<file path="src/rtl/song_player_sequencer_pkg.sv">
// Shared definitions for the song player: system mode encodings, memory word
// layout widths and the end-of-song code.
package song_player_sequencer_pkg;

   localparam int DATA_W  = 8;
   localparam int NOTE_W  = 5;
   localparam int LEN_W   = 3;
   localparam int STATE_W = 2;

   localparam logic [STATE_W-1:0] MODE_AUTOPLAY = 2'd1;
   localparam logic [STATE_W-1:0] MODE_LEARNING = 2'd2;
   localparam logic [STATE_W-1:0] MODE_GAME     = 2'd3;

   localparam logic [DATA_W-1:0] END_OF_SONG = 8'h00;

   function automatic logic is_play_mode(input logic [STATE_W-1:0] mode);
      return (mode == MODE_AUTOPLAY) || (mode == MODE_LEARNING) || (mode == MODE_GAME);
   endfunction

endpackage

</file>
<file path="src/rtl/song_player_sequencer_beat_timer.sv">
// Beat divider: counts cycles to (BEAT_CYCLES >> tempo) and emits beat_tick_o on the
// last cycle of each beat. Freezes while en_i is low; tempo is re-sampled every beat.
module song_player_sequencer_beat_timer #(
   parameter int BEAT_CYCLES = 25_000_000
) (
   input  logic       clk_i,
   input  logic       rst_i,
   input  logic       clr_i,
   input  logic       en_i,
   input  logic [1:0] tempo_sel_i,
   output logic       beat_tick_o
);

   localparam int CW = $clog2(BEAT_CYCLES + 1);

   logic [CW-1:0] cnt_q, cnt_d;
   logic [1:0]    tempo_q, tempo_d;
   logic [CW-1:0] limit;

   always_comb begin
      limit = CW'(BEAT_CYCLES) >> tempo_q;
      // A shift past the divider width would stall forever; clamp to one-cycle beats.
      if (limit == '0) limit = CW'(1);
      beat_tick_o = en_i && (cnt_q >= (limit - CW'(1)));
      cnt_d   = cnt_q;
      tempo_d = tempo_q;
      if (clr_i || beat_tick_o) begin
         cnt_d   = '0;
         tempo_d = tempo_sel_i;
      end else if (en_i) begin
         cnt_d = cnt_q + CW'(1);
      end
   end

   always_ff @(posedge clk_i) begin
      if (rst_i) begin
         cnt_q   <= '0;
         tempo_q <= '0;
      end else begin
         cnt_q   <= cnt_d;
         tempo_q <= tempo_d;
      end
   end

endmodule

</file>
<file path="src/rtl/song_player_sequencer.sv">
// Song player sequencer: fetches note words from memory, holds each note for its
// length in beats, inserts an articulation gap and detects end-of-song.
module song_player_sequencer
   import song_player_sequencer_pkg::*;
#(
   parameter int DATA_WIDTH     = DATA_W,
   parameter int NOTE_WIDTH     = NOTE_W,
   parameter int LEN_WIDTH      = LEN_W,
   parameter int STATE_WIDTH    = STATE_W,
   parameter int BEAT_CYCLES    = 25_000_000,
   parameter int GAP_CYCLES     = 2_500_000,
   parameter int TIMEOUT_CYCLES = 1024
) (
   input  logic                   clk,
   input  logic                   rst,
   input  logic [STATE_WIDTH-1:0] current_state,
   input  logic                   start,
   input  logic                   stop,
   input  logic                   pause,
   input  logic [1:0]             tempo_sel,
   input  logic [DATA_WIDTH-1:0]  data_in,
   input  logic                   output_ready,
   output logic                   read_en,
   output logic                   read_rst,
   output logic [NOTE_WIDTH-1:0]  note_out,
   output logic                   note_valid,
   output logic                   playing,
   output logic                   song_done,
   output logic                   fetch_error,
   output logic [7:0]             note_index
);

   typedef enum logic [2:0] {
      S_IDLE, S_REWIND, S_FETCH, S_WAIT, S_PLAY, S_GAP, S_ERR
   } state_t;

   localparam int TW = $clog2(TIMEOUT_CYCLES + 1);
   localparam int GW = $clog2(GAP_CYCLES + 1);
   // WAIT is entered one cycle after read_en, so the timeout fires one count early.
   localparam logic [TW-1:0] TMO_LAST = TW'((TIMEOUT_CYCLES >= 2) ? TIMEOUT_CYCLES - 2 : 0);
   localparam logic [GW-1:0] GAP_LAST = GW'((GAP_CYCLES >= 1) ? GAP_CYCLES - 1 : 0);

   state_t                state_q;
   logic [NOTE_WIDTH-1:0] note_q;
   logic [LEN_WIDTH-1:0]  len_q, beat_cnt_q;
   logic [TW-1:0]         tmo_q;
   logic [GW-1:0]         gap_cnt_q;
   logic                  read_en_q, read_rst_q, note_valid_q, playing_q;
   logic                  song_done_q, fetch_error_q;
   logic [NOTE_WIDTH-1:0] note_out_q;
   logic [7:0]            note_index_q;

   logic                  mode_valid;
   logic                  beat_tick;
   logic [NOTE_WIDTH-1:0] word_note;
   logic [LEN_WIDTH-1:0]  word_len;

   assign mode_valid = is_play_mode(current_state);
   assign word_note  = data_in[NOTE_WIDTH-1:0];
   assign word_len   = data_in[NOTE_WIDTH +: LEN_WIDTH];

   song_player_sequencer_beat_timer #(
      .BEAT_CYCLES(BEAT_CYCLES)
   ) u_beat_timer (
      .clk_i      (clk),
      .rst_i      (rst),
      .clr_i      (state_q != S_PLAY),
      .en_i       ((state_q == S_PLAY) && !pause),
      .tempo_sel_i(tempo_sel),
      .beat_tick_o(beat_tick)
   );

   always_ff @(posedge clk) begin
      if (rst) begin
         state_q       <= S_IDLE;
         note_q        <= '0;
         len_q         <= '0;
         beat_cnt_q    <= '0;
         tmo_q         <= '0;
         gap_cnt_q     <= '0;
         read_en_q     <= 1'b0;
         read_rst_q    <= 1'b0;
         note_out_q    <= '0;
         note_valid_q  <= 1'b0;
         playing_q     <= 1'b0;
         song_done_q   <= 1'b0;
         fetch_error_q <= 1'b0;
         note_index_q  <= '0;
      end else begin
         read_en_q   <= 1'b0;
         read_rst_q  <= 1'b0;
         song_done_q <= 1'b0;
         if (stop || !mode_valid) begin
            state_q       <= S_IDLE;
            note_out_q    <= '0;
            note_valid_q  <= 1'b0;
            playing_q     <= 1'b0;
            fetch_error_q <= 1'b0;
         end else begin
            case (state_q)
               S_IDLE, S_ERR: begin
                  if (start) begin
                     state_q       <= S_REWIND;
                     read_rst_q    <= 1'b1;
                     playing_q     <= 1'b1;
                     fetch_error_q <= 1'b0;
                     note_index_q  <= '0;
                  end
               end
               S_REWIND: begin
                  state_q   <= S_FETCH;
                  read_en_q <= 1'b1;
               end
               S_FETCH: begin
                  state_q <= S_WAIT;
                  tmo_q   <= '0;
               end
               S_WAIT: begin
                  if (output_ready) begin
                     if (data_in == DATA_WIDTH'(END_OF_SONG)) begin
                        state_q     <= S_IDLE;
                        song_done_q <= 1'b1;
                        playing_q   <= 1'b0;
                     end else begin
                        state_q      <= S_PLAY;
                        note_q       <= word_note;
                        len_q        <= word_len;
                        beat_cnt_q   <= '0;
                        note_index_q <= note_index_q + 8'd1;
                        note_out_q   <= word_note;
                        note_valid_q <= (word_note != '0);
                     end
                  end else if (tmo_q >= TMO_LAST) begin
                     state_q       <= S_ERR;
                     fetch_error_q <= 1'b1;
                     playing_q     <= 1'b0;
                  end else begin
                     tmo_q <= tmo_q + TW'(1);
                  end
               end
               S_PLAY: begin
                  if (pause) begin
                     note_out_q   <= '0;
                     note_valid_q <= 1'b0;
                  end else if (beat_tick && (beat_cnt_q == len_q)) begin
                     state_q      <= S_GAP;
                     gap_cnt_q    <= '0;
                     note_out_q   <= '0;
                     note_valid_q <= 1'b0;
                  end else begin
                     if (beat_tick) beat_cnt_q <= beat_cnt_q + LEN_WIDTH'(1);
                     note_out_q   <= note_q;
                     note_valid_q <= (note_q != '0);
                  end
               end
               S_GAP: begin
                  if (!pause) begin
                     if (gap_cnt_q >= GAP_LAST) begin
                        state_q   <= S_FETCH;
                        read_en_q <= 1'b1;
                     end else begin
                        gap_cnt_q <= gap_cnt_q + GW'(1);
                     end
                  end
               end
               default: state_q <= S_IDLE;
            endcase
         end
      end
   end

   assign read_en     = read_en_q;
   assign read_rst    = read_rst_q;
   assign note_out    = note_out_q;
   assign note_valid  = note_valid_q;
   assign playing     = playing_q;
   assign song_done   = song_done_q;
   assign fetch_error = fetch_error_q;
   assign note_index  = note_index_q;

endmodule
</file>
<file path="config.mk">
export PLATFORM = sky130hd
export DESIGN_NAME = song_player_sequencer
export DESIGN_NICKNAME = d
export VERILOG_FILES = /design/src/rtl/song_player_sequencer_pkg.sv /design/src/rtl/song_player_sequencer_beat_timer.sv /design/src/rtl/song_player_sequencer.sv
export SDC_FILE = /design/constraint.sdc
export NUM_CORES = 1
export LEC_CHECK = 0
export ABC_AREA = 1
export CORE_ASPECT_RATIO = 1.2
export CORE_MARGIN = 8
export CORE_UTILIZATION = 65
export CTS_BUF_LIST = sky130_fd_sc_hd__clkbuf_16
export DETAILED_ROUTE_END_ITERATION = 16
export PLACE_DENSITY_LB_ADDON = 0.2
export SLEW_MARGIN = 20
export SYNTH_ARGS = -nofsm -noshare
export SYNTH_HDL_FRONTEND = slang
export SYNTH_SLANG_ARGS = --single-unit
</file>
<file path="constraint.sdc">
create_clock -name clk -period 4.6 [get_ports clk]
set_clock_uncertainty 0.15 [all_clocks]
set_input_delay 0.46 -clock clk [delete_from_list [all_inputs] [get_ports clk]]
set_output_delay 0.46 -clock clk [all_outputs]
set_load 0.01 [all_outputs]
</file>
Yosys cells after proc, flatten, opt, wreduce, memory -nomap -nowiden. Index checks and enable logic that the tools add are counted. W data, S select, Z words.

$add $sub $neg: 6. Order comparisons: 3. Eq/ne operators: 26. Shift operators: 1. Mux-type cells: 52. Bitwise logic cells: 5. Reduce and logical (&&, ||, !) cells: 32.

Operators with widths (number): $mux W22 (4); $pmux W22 S2 (1); $mux W3 (13); $add A25 B1 Y25 const B (1); $ge A25 B25 Y1 (1); $logic_not A25 Y1 (1); $mux W25 (1); $shr A25 B2 Y25 const A (1); $sub A25 B1 Y25 const B (1); $mux W8 (3); $ne A2 B2 Y1 const B (12); $add A22 B1 Y22 const B (1); $ge A22 B22 Y1 const B (1); $mux W11 (2); $pmux W11 S2 (1); $mux W5 (4); $pmux W3 S6 (1); $pmux W8 S2 (1); $reduce_and A4 Y1 (4); $mux W1 (15); $reduce_and A6 Y1 (2); $add A11 B1 Y11 const B (1); $ge A11 B10 Y1 const B (1); $pmux W5 S2 (1); 26 further kinds (51).

Bits in registers: 93. Bits of input ports: 18. Output and inout bits: 19. Word-level logic and storage cells: 141.

Logic depth before layout (Yosys ltp). Gate-level depths: netlist of run 1.

Depth in word-level cells: 10. Mapped depth: 17. Depth with buffers taken out: 17.

By module. From an unflattened synthesis of run 1, not the netlist that was laid out.

Cell total of the unflattened synthesis: 887. Area total of the unflattened synthesis: 5859.4 um^2.

By module, submodules not included: song_player_sequencer (instances 1, cells an instance 611, area each 3878.7 um^2, seq. area each 1321.3 um^2); song_player_sequencer_beat_timer (instances 1, cells an instance 276, area each 1980.6 um^2, seq. area each 540.5 um^2).

Least setup slack after synthesis of run 1. No wires, ideal clock.

Kind: register -> register. Start: register u_beat_timer.tempo_q[1]. End: register u_beat_timer.cnt_q[16]. Library setup time: 0.078 ns. Arrival: 2.100 ns. Required time: 4.372 ns. Path slack: 2.272 ns. Cell stages (with the launch flop): 14. Path buffers: 1. Clock period less this slack: 2.328 ns. Path through: dfxtp_1 -> nor2_1 -> inv_1 -> ha_1 -> nand2_1 -> nor2_1 -> nor3_1 -> nand2_1 -> a21oi_1 -> nand2_1 -> a21oi_1 -> nand2_2 -> buf_2 -> nor3_1.

Longest elaborated chain between the ends: 8.

RTL lines: from (decl) (RTL line song_player_sequencer_beat_timer.sv:17) `logic [1:0] tempo_q, tempo_d;`; from (signal assigned) (RTL line song_player_sequencer_beat_timer.sv:41) `tempo_q <= tempo_d;`; $shr A25 B2 Y25 (*) (RTL line song_player_sequencer_beat_timer.sv:21) `limit = CW'(BEAT_CYCLES) >> tempo_q;`; $logic_not A25 Y1 (RTL line song_player_sequencer_beat_timer.sv:23) `if (limit == '0) limit = CW'(1);`; $mux W25 (*) (RTL line song_player_sequencer_beat_timer.sv:23); $sub A25 B1 Y25 (*) (RTL line song_player_sequencer_beat_timer.sv:24) `beat_tick_o = en_i && (cnt_q >= (limit - CW'(1)));`; $ge A25 B25 Y1 (*) (RTL line song_player_sequencer_beat_timer.sv:24); $logic_and A1 B1 Y1 (*) (RTL line song_player_sequencer_beat_timer.sv:24); $logic_or A1 B1 Y1 (*) (RTL line song_player_sequencer_beat_timer.sv:27) `if (clr_i || beat_tick_o) begin`; $reduce_or A2 Y1 (no source line) (*); to (signal assigned) (RTL line song_player_sequencer_beat_timer.sv:40) `cnt_q <= cnt_d;`; to (decl) (RTL line song_player_sequencer_beat_timer.sv:16) `logic [CW-1:0] cnt_q, cnt_d;`.

Mark *: on every way between the ends. The rest lies on a longest branch, timed or not. A chain may end at the register's enable or synchronous reset.

Worst setup path after layout of run 1.
Start: register u_beat_timer.tempo_q[1]. End: register state_q[2].

Longest elaborated chain between the ends: 9.

RTL lines: $shr A25 B2 Y25 (*) (RTL line song_player_sequencer_beat_timer.sv:21); $logic_not A25 Y1 (RTL line song_player_sequencer_beat_timer.sv:23); $mux W25 (*) (RTL line song_player_sequencer_beat_timer.sv:23); $sub A25 B1 Y25 (*) (RTL line song_player_sequencer_beat_timer.sv:24); $ge A25 B25 Y1 (*) (RTL line song_player_sequencer_beat_timer.sv:24); $logic_and A1 B1 Y1 (*) (RTL line song_player_sequencer_beat_timer.sv:24); $logic_and A1 B1 Y1 (*) (RTL line song_player_sequencer.sv:145) `end else if (beat_tick && (beat_cnt_q == len_q)) begin`; $ne A2 B1 Y1 (no source line) (*); $reduce_and A6 Y1 (no source line) (*); to (signal assigned) (RTL line song_player_sequencer.sv:146) `state_q <= S_GAP;`; to (signal assigned) (RTL line song_player_sequencer.sv:159) `state_q <= S_FETCH;`; to (signal assigned) (RTL line song_player_sequencer.sv:166) `default: state_q <= S_IDLE;`; to (decl) (RTL line song_player_sequencer.sv:43) `state_t state_q;`.

Marked as above.

==> results of run 1 <==
==> final cells by class <==
class                   instances  area [um2]  share of cell area (%)
multi-input cells             653        3387                   52.57
flip-flops and latches         93        1862                   28.90
repair buffers                 38       375.4                   5.826
inverters                      95       357.8                   5.554
clock buffers                   9       225.2                   3.496
well taps                     117       146.4                   2.272
clock inverters                 6       88.84                   1.379
==> tightest hold or removal path: stages, from the launching register on <==
cell and delay, ps:
sky130_fd_sc_hd__dfxtp_1 310, sky130_fd_sc_hd__inv_1 70, sky130_fd_sc_hd__a21oi_1 60
==> worst min-delay path by stage <==
stage	cells past startpoint	slack, ps	from	end
2_1_floorplan	2	290	note_q[4]$_SDFFE_PP0P_	note_q[4]$_SDFFE_PP0P_
3_3_place_gp	2	310	note_index[7]$_SDFFE_PP0P_	note_index[7]$_SDFFE_PP0P_
3_5_place_dp	2	320	note_q[2]$_SDFFE_PP0P_	note_q[2]$_SDFFE_PP0P_
4_1_cts	2	330	note_q[2]$_SDFFE_PP0P_	note_q[2]$_SDFFE_PP0P_
5_1_grt	2	350	note_q[2]$_SDFFE_PP0P_	note_q[2]$_SDFFE_PP0P_
6_report	2	330	note_q[2]$_SDFFE_PP0P_	note_q[2]$_SDFFE_PP0P_
==> per-stage QoR <==
stage	hold slack, ps	setup WS, ps	total power, mW	util, %	area (um2)
after CTS	327.6	1409	1.695	75.22	6442
after global placement	311.2	1525	0.9038	71.56	6128
after floorplan	294.1	2272	0.8749	-	5731
after global routing	347.9	1121	1.732	75.22	6442
final	332.8	1368	1.688	75.22	6442
after detailed placement	318.7	1420	0.9069	71.56	6128
==> state kept, by name (all words and copies together), names as in the netlist, 2 cells and up <==
| register | count |
|---|---|
| u_beat_timer.cnt_q | 25 |
| gap_cnt_q | 22 |
| tmo_q | 11 |
| note_index | 8 |
| note_out | 5 |
| note_q | 5 |
| beat_cnt_q | 3 |
| len_q | 3 |
| state_q | 3 |
| u_beat_timer.tempo_q | 2 |
==> cell usage after synthesis (2+ instances only) <==
cell type / n / area (um2)
sky130_fd_sc_hd__or2_2: 5 / 31.28
sky130_fd_sc_hd__xnor2_1: 6 / 52.55
sky130_fd_sc_hd__ha_1: 26 / 325.3
sky130_fd_sc_hd__buf_2: 6 / 30.03
sky130_fd_sc_hd__nor3_2: 3 / 30.03
sky130_fd_sc_hd__conb_1: 2 / 7.510
sky130_fd_sc_hd__nor3_1: 22 / 110.1
sky130_fd_sc_hd__inv_2: 6 / 22.52
sky130_fd_sc_hd__o31ai_1: 2 / 15.01
sky130_fd_sc_hd__o211ai_1: 5 / 37.54
sky130_fd_sc_hd__nand3b_1: 2 / 15.01
sky130_fd_sc_hd__nor2_1: 142 / 533.0
sky130_fd_sc_hd__nor2_4: 6 / 67.56
sky130_fd_sc_hd__clkbuf_1: 10 / 37.54
sky130_fd_sc_hd__a31o_2: 3 / 26.28
sky130_fd_sc_hd__xor2_1: 23 / 201.4
sky130_fd_sc_hd__nor4_1: 5 / 31.28
sky130_fd_sc_hd__o21a_1: 2 / 15.01
sky130_fd_sc_hd__nand2_1: 167 / 626.9
sky130_fd_sc_hd__inv_1: 88 / 330.3
sky130_fd_sc_hd__buf_4: 6 / 45.04
sky130_fd_sc_hd__dfxtp_1: 93 / 1862
sky130_fd_sc_hd__nand3_1: 70 / 350.3
sky130_fd_sc_hd__nand4_1: 21 / 131.4
sky130_fd_sc_hd__nor3b_1: 3 / 22.52
sky130_fd_sc_hd__a21o_1: 3 / 22.52
sky130_fd_sc_hd__a31oi_1: 2 / 12.51
sky130_fd_sc_hd__nor2_2: 6 / 37.54
sky130_fd_sc_hd__o21ai_0: 44 / 220.2
sky130_fd_sc_hd__a21oi_1: 66 / 330.3
sky130_fd_sc_hd__nand2_2: 7 / 43.79
==> per-layer routing <==
layer	vias to the layer above	GRT usage [%]
met5	-	0
met4	0	11.20
met3	33	4.228
met2	166	41.58
met1	2599	25.75
li1	2878	-
==> power breakdown <==
part,internal (mW),switching [mW]
sequential,0.808,0.00349
combinational,0.0313,0.0481
clock,0.474,0.323
total,1.31,0.375
==> cell families (layout without fill, tap and decap cells) <==
logic type / after synthesis / count (layout)
AO/OA/AOI/OAI: 131 / 131
AND/OR/NAND/NOR: 463 / 463
XOR/XNOR: 29 / 29
buffers and inverters: 118 / 148
adder cells (fa/ha/maj): 26 / 26
flip-flops: 93 / 93
other: 2 / 4
==> out/metrics.yaml, run 1 <==
postSynth.asyncResetShare_pct: 0
worst_reg2reg_setup_slack_ps: 1370
mappedNetlistArea_um2: 5723
clock_tree.root_cell: "sky130_fd_sc_hd__clkbuf_16"
start_kind: "flip-flop"
critPathRequiredTime_ps: 4680
synth_top_family_by_area: "simple AND/OR/NAND/NOR gates"
detail_route.wl_per_cell_um: 13.73
critPathCaptureType: "flip-flop"
io_buffers: 36
rr_startpoint: "u_beat_timer.tempo_q[1]$_SDFFE_PP0P_"
reg_to_reg_endpoint: "state_q[2]$_SDFFE_PP0P_"
grt_max_degree: 49
critPathArrivalTime_ps: 3310
synth-simple-area-share_pct: 36.29
vias: 5676
global_route_wire_length_before_repair_um: 23630
timing.critical_path.mode_cell: "sky130_fd_sc_hd__nand2_1"
worst_margin_slew_ps: 893.3
cts_made_buffers: 9
critical-path-top-delay-family: "simple AND/OR/NAND/NOR gates"
core_region_area_um2: 8564
cts-hold-fix-buffers: 0
ir_worst_vdd_mv: 0.2429
cp.buffers_inverters: 2
fraction_of_the_mapped_netlist_area_in_adder_cells_pct: 5.684
io-pin-count: 37
worstPathCellList: "nor2_1, inv_1, ha_1, nand2_1, nor2_1, o21ai_0, nand3_1, nand2_1, nand2_1, nand2_1, nand2_1, nand3_1, nand2_1, buf_4, nand2_1, nand2_1, a21oi_1"
cts_tree: "yes"
final_cell_mix: "167 x sky130_fd_sc_hd__nand2_1, 142 x sky130_fd_sc_hd__nor2_1, 93 x sky130_fd_sc_hd__dfxtp_1"
clock_pin_slew_on_the_worst_setup_and_hold_paths_ps: 70
max_freq_mhz: 309.4
drt_iter0_drc: 356
yosys_most_used_dff: "sky130_fd_sc_hd__dfxtp_1"
post-route-drc-count: 0
routed.top_layer: "met4"
synth_warnings: 0
antenna_fix_cells: 0
timing.setup.tns_ps: 0
slowest_stage: "sky130_fd_sc_hd__buf_4"
avg_inst_size_synth_um2: 6.639
route.layer.met1.wl_um: 5830
first_global_vias: 5562
clk_path_buf_depth: 2
gr-usage-all-layers_pct: 23.38
die_w_um: 101.7
min_period_ps: 3232
synth-xor-area-share_pct: 4.438
mostFrequentLayoutCell: "sky130_fd_sc_hd__nand2_1"
critical_path.max_fanout: 48
instance_count_on_the_critical_path: 17
stdcell_count: 1011
wl_met2_um: 6994
place_congestion: 0.9326
run_status: "completed"
htreeDepth: 3
fillerInstances: 695
muxShareOfSynthArea_pct: 0
p_leak_nw: 2.481
post-route-period-util_pct: 70.26
syn-instance-count: 862
final_antenna_net_count: 0
number_of_enable_type_register_cells_in_the_synthesized_netlist: 0
finish.net_count: 934
drt-pass1-iter-count: 5
placement_rows: 37
area_growth_pct: 12.57
setup_viol: 0
grt_antenna_before_repair: 0
slowest_delay_ps: 410
drv_cap: 0
fp.dieArea_um2: 12080
timing.hold.worst.class: "reg -> reg"
initial_core_util_pct: 66.82
worstSetupStartpoint: "u_beat_timer.tempo_q[1]$_SDFFE_PP0P_"
rsz0062_at_grt: "false"
vias_per_cell: 5.614
crit_type: "reg -> reg"
clkSinkCount: 93
worstSkewPairLatency_ps: 350
ctsResizeCount: 0
met3_wirelength_um: 710
slew_violations: 0
timing.critical_path.to: "state_q[2]$_SDFFE_PP0P_"
drive_above_1_share_pct: 6.488
synth_seq_cells: 93
dp_hpwl_um: 10240
power_per_cell_area_nw_per_um2: 262.0
cts.repair_timing.setup_buffer_count: 0
number_of_placed_cells_counting_well_taps: 996
rr_worst_depth: 17
final-hold-violation-count: 0
synth_seq_area_share_pct: 32.53
synth_compound_area_share_pct: 12.51
fp.dieH_um: 118.8
synth.distinct_cells: 41
overflow: 0
slew-limit-headroom_pct: 40.31
detail_route.wirelength_um: 13890
No activity file was read; power rests on OpenSTA's default activity.
==> inputs of run 2 (changes only) <==
--- a/config.mk
+++ b/config.mk
@@ -8,7 +8,7 @@
 export ABC_AREA = 1
 export CORE_ASPECT_RATIO = 1.2
 export CORE_MARGIN = 8
-export CORE_UTILIZATION = 65
+export CORE_UTILIZATION = 60
 export CTS_BUF_LIST = sky130_fd_sc_hd__clkbuf_16
 export DETAILED_ROUTE_END_ITERATION = 16
 export PLACE_DENSITY_LB_ADDON = 0.2
==> constraint.sdc (replaced) <==
create_clock -name clk -period 3.1 [get_ports clk]
set_clock_uncertainty 0.15 [all_clocks]
set_input_delay 0.31 -clock clk [delete_from_list [all_inputs] [get_ports clk]]
set_output_delay 0.31 -clock clk [all_outputs]
set_load 0.01 [all_outputs]
==> run 2 against run 1 <==
Compared with the run above: sequential power up 48%; largest power group unchanged; die area up 7.1%; highest routed layer unchanged; fmax up 22%.
==> out/metrics.yaml, run 2 (synthesized netlist as in run 1, its figures left out) <==
timing.hold.worst.class: "reg -> reg"
ctsResizeCount: 0
drive_above_1_share_pct: 7.222
power_per_cell_area_nw_per_um2: 382.9
ir_worst_vdd_mv: 0.2813
grt_max_degree: 49
setup_viol: 0
final.hold.worst_slack_ps: 326.2
antenna_fix_cells: 0
start_kind: "flip-flop"
dp_worst_setup_slack_ps: 238.3
detail_route.wl_per_cell_um: 13.46
detail_route.wirelength_um: 13770
worstPathCellList: "nor2_1, inv_1, ha_1, nand2_1, nor2_1, o21ai_0, nand3_1, nand2_1, nand2_1, nand2_1, nand2_1, nand3_1, nand2_1, buf_12, nand2_1, nand2_1, a21oi_1"
worst_reg2reg_setup_slack_ps: 440
initial_core_util_pct: 60.77
dp_hpwl_um: 10150
placement_rows: 39
top_register: "u_beat_timer.cnt_q"
clk_path_buf_depth: 2
clkSinkCount: 93
finish.net_count: 940
max_freq_mhz: 376.1
rr_startpoint: "u_beat_timer.tempo_q[1]$_SDFFE_PP0P_"
instance_count_on_the_critical_path: 17
timing.critical_path.mode_cell: "sky130_fd_sc_hd__nand2_1"
min_period_ps: 2659
finalWorstSetupSlack_ps: 441.0
io-pin-count: 37
io_buffers: 36
area_growth_pct: 13.84
p_seq_share_pct: 48.2
crit_type: "reg -> reg"
worst_margin_slew_ps: 585.9
vias_per_cell: 5.564
critPathCaptureType: "flip-flop"
worstSkewPairLatency_ps: 340
clock_tree.root_cell: "sky130_fd_sc_hd__clkbuf_16"
rr_worst_depth: 17
cts_tree: "yes"
final_cell_mix: "167 x sky130_fd_sc_hd__nand2_1, 142 x sky130_fd_sc_hd__nor2_1, 93 x sky130_fd_sc_hd__dfxtp_1"
timing.setup.tns_ps: 0
fp.dieArea_um2: 12930
place_congestion: 0.9353
power.share.switching_pct: 21.88
overflow: 0
fp.dieH_um: 123.0
critPathArrivalTime_ps: 2730
cts-hold-fix-buffers: 0
die_w_um: 105.2
p_sw_mw: 0.5458
final_antenna_net_count: 0
htreeDepth: 3
power.share.combinational_pct: 4.8
fillerInstances: 812
rsz0062_at_grt: "false"
first_global_vias: 5562
post-route-drc-count: 0
cp.buffers_inverters: 2
slew-limit-headroom_pct: 60.70
layout_top_registers: "u_beat_timer.cnt_q: 25 flops, gap_cnt_q: 22 flops, tmo_q: 11 flops"
share_clk_of_total_power_pct: 47.0
gr-usage-all-layers_pct: 21.68
worstHoldStart: "note_q[1]$_SDFFE_PP0P_"
drt-pass1-iter-count: 5
post-route-util_pct: 69.18
vias: 5692
drt_iter0_drc: 340
final-hold-violation-count: 0
mostFrequentLayoutCell: "sky130_fd_sc_hd__nand2_1"
p_leak_nw: 2.518
worstSetupStartpoint: "u_beat_timer.tempo_q[1]$_SDFFE_PP0P_"
post-route-period-util_pct: 85.77
critical_path.max_fanout: 48
largest_register_ffs: 25
critPathRequiredTime_ps: 3180
cts.repair_timing.setup_buffer_count: 0
cell_internal_pwr_mw: 1.949
slowest_stage: "sky130_fd_sc_hd__dfxtp_1"
number_of_placed_cells_counting_well_taps: 1008
core_region_area_um2: 9418
stdcell_count: 1023
slowest_delay_ps: 380
slew_violations: 0
whs_path_depth: 2
critical-path-top-delay-family: "simple AND/OR/NAND/NOR gates"
run_status: "completed"
grt_antenna_before_repair: 0
drv_cap: 0
global_route_wire_length_before_repair_um: 23740
cts_made_buffers: 9
clock_pin_slew_on_the_worst_setup_and_hold_paths_ps: 60
==> run 2: cell types whose count changed in the layout (fill, tap and decap cells not counted), sizes merged <==
cell / before / now
buf: 2 / 8
clkinvlp: 1 / 2
inv: 96 / 95
==> run 2: routing by layer <==
metal	wire length, um	global-route usage, %
met1	6001	23.91
met2	6897	40.21
met3	555	3.702
met4	318	9.562
met5	0	0
==> run 2: worst register-to-register path, delay by kind of cell, from the launching register on <==
family | cells | cell delay [ps]
AOI/OAI and AO/OA | 2 | 160
adders and majority gates | 1 | 310
buffers and inverters | 2 | 330
DFF | 1 | 380
and+or+nand+nor | 12 | 1230
==> run 2: path summary, 6_finish.rpt <==
path                        endpoint
max          state_q[2]$_SDFFE_PP0P_
min           note_q[1]$_SDFFE_PP0P_
max reg2reg  state_q[2]$_SDFFE_PP0P_
min reg2reg   note_q[1]$_SDFFE_PP0P_
==> run 2: cell type report <==
type	count	area, um2	area share [%]
Multi-Input combinational cell	653	3396	52.12
Sequential cell	93	1862	28.58
Timing Repair Buffer	44	432.9	6.645
Inverter	95	357.8	5.493
Clock buffer	9	225.2	3.457
Tap cell	123	153.9	2.362
Clock inverter	6	87.58	1.344
==> run 2: stage by stage <==
| step | power [mW] | area, um2 |
|---|---|---|
| after CTS | 2.512 | 6506 |
| after global placement | 1.344 | 6193 |
| after global routing | 2.574 | 6515 |
| after floorplan | 1.298 | 5731 |
| final | 2.495 | 6515 |
| after detailed placement | 1.347 | 6193 |
==> run 2: power groups by stage <==
stage                     registers [mW]  logic (mW)  clock network, mW
after detailed placement            1.23       0.117                  0
final                               1.20       0.119               1.17
after CTS                           1.20       0.117               1.19
after floorplan                     1.23      0.0681                  0
after global placement              1.23       0.114                  0
after global routing                1.20       0.132               1.24
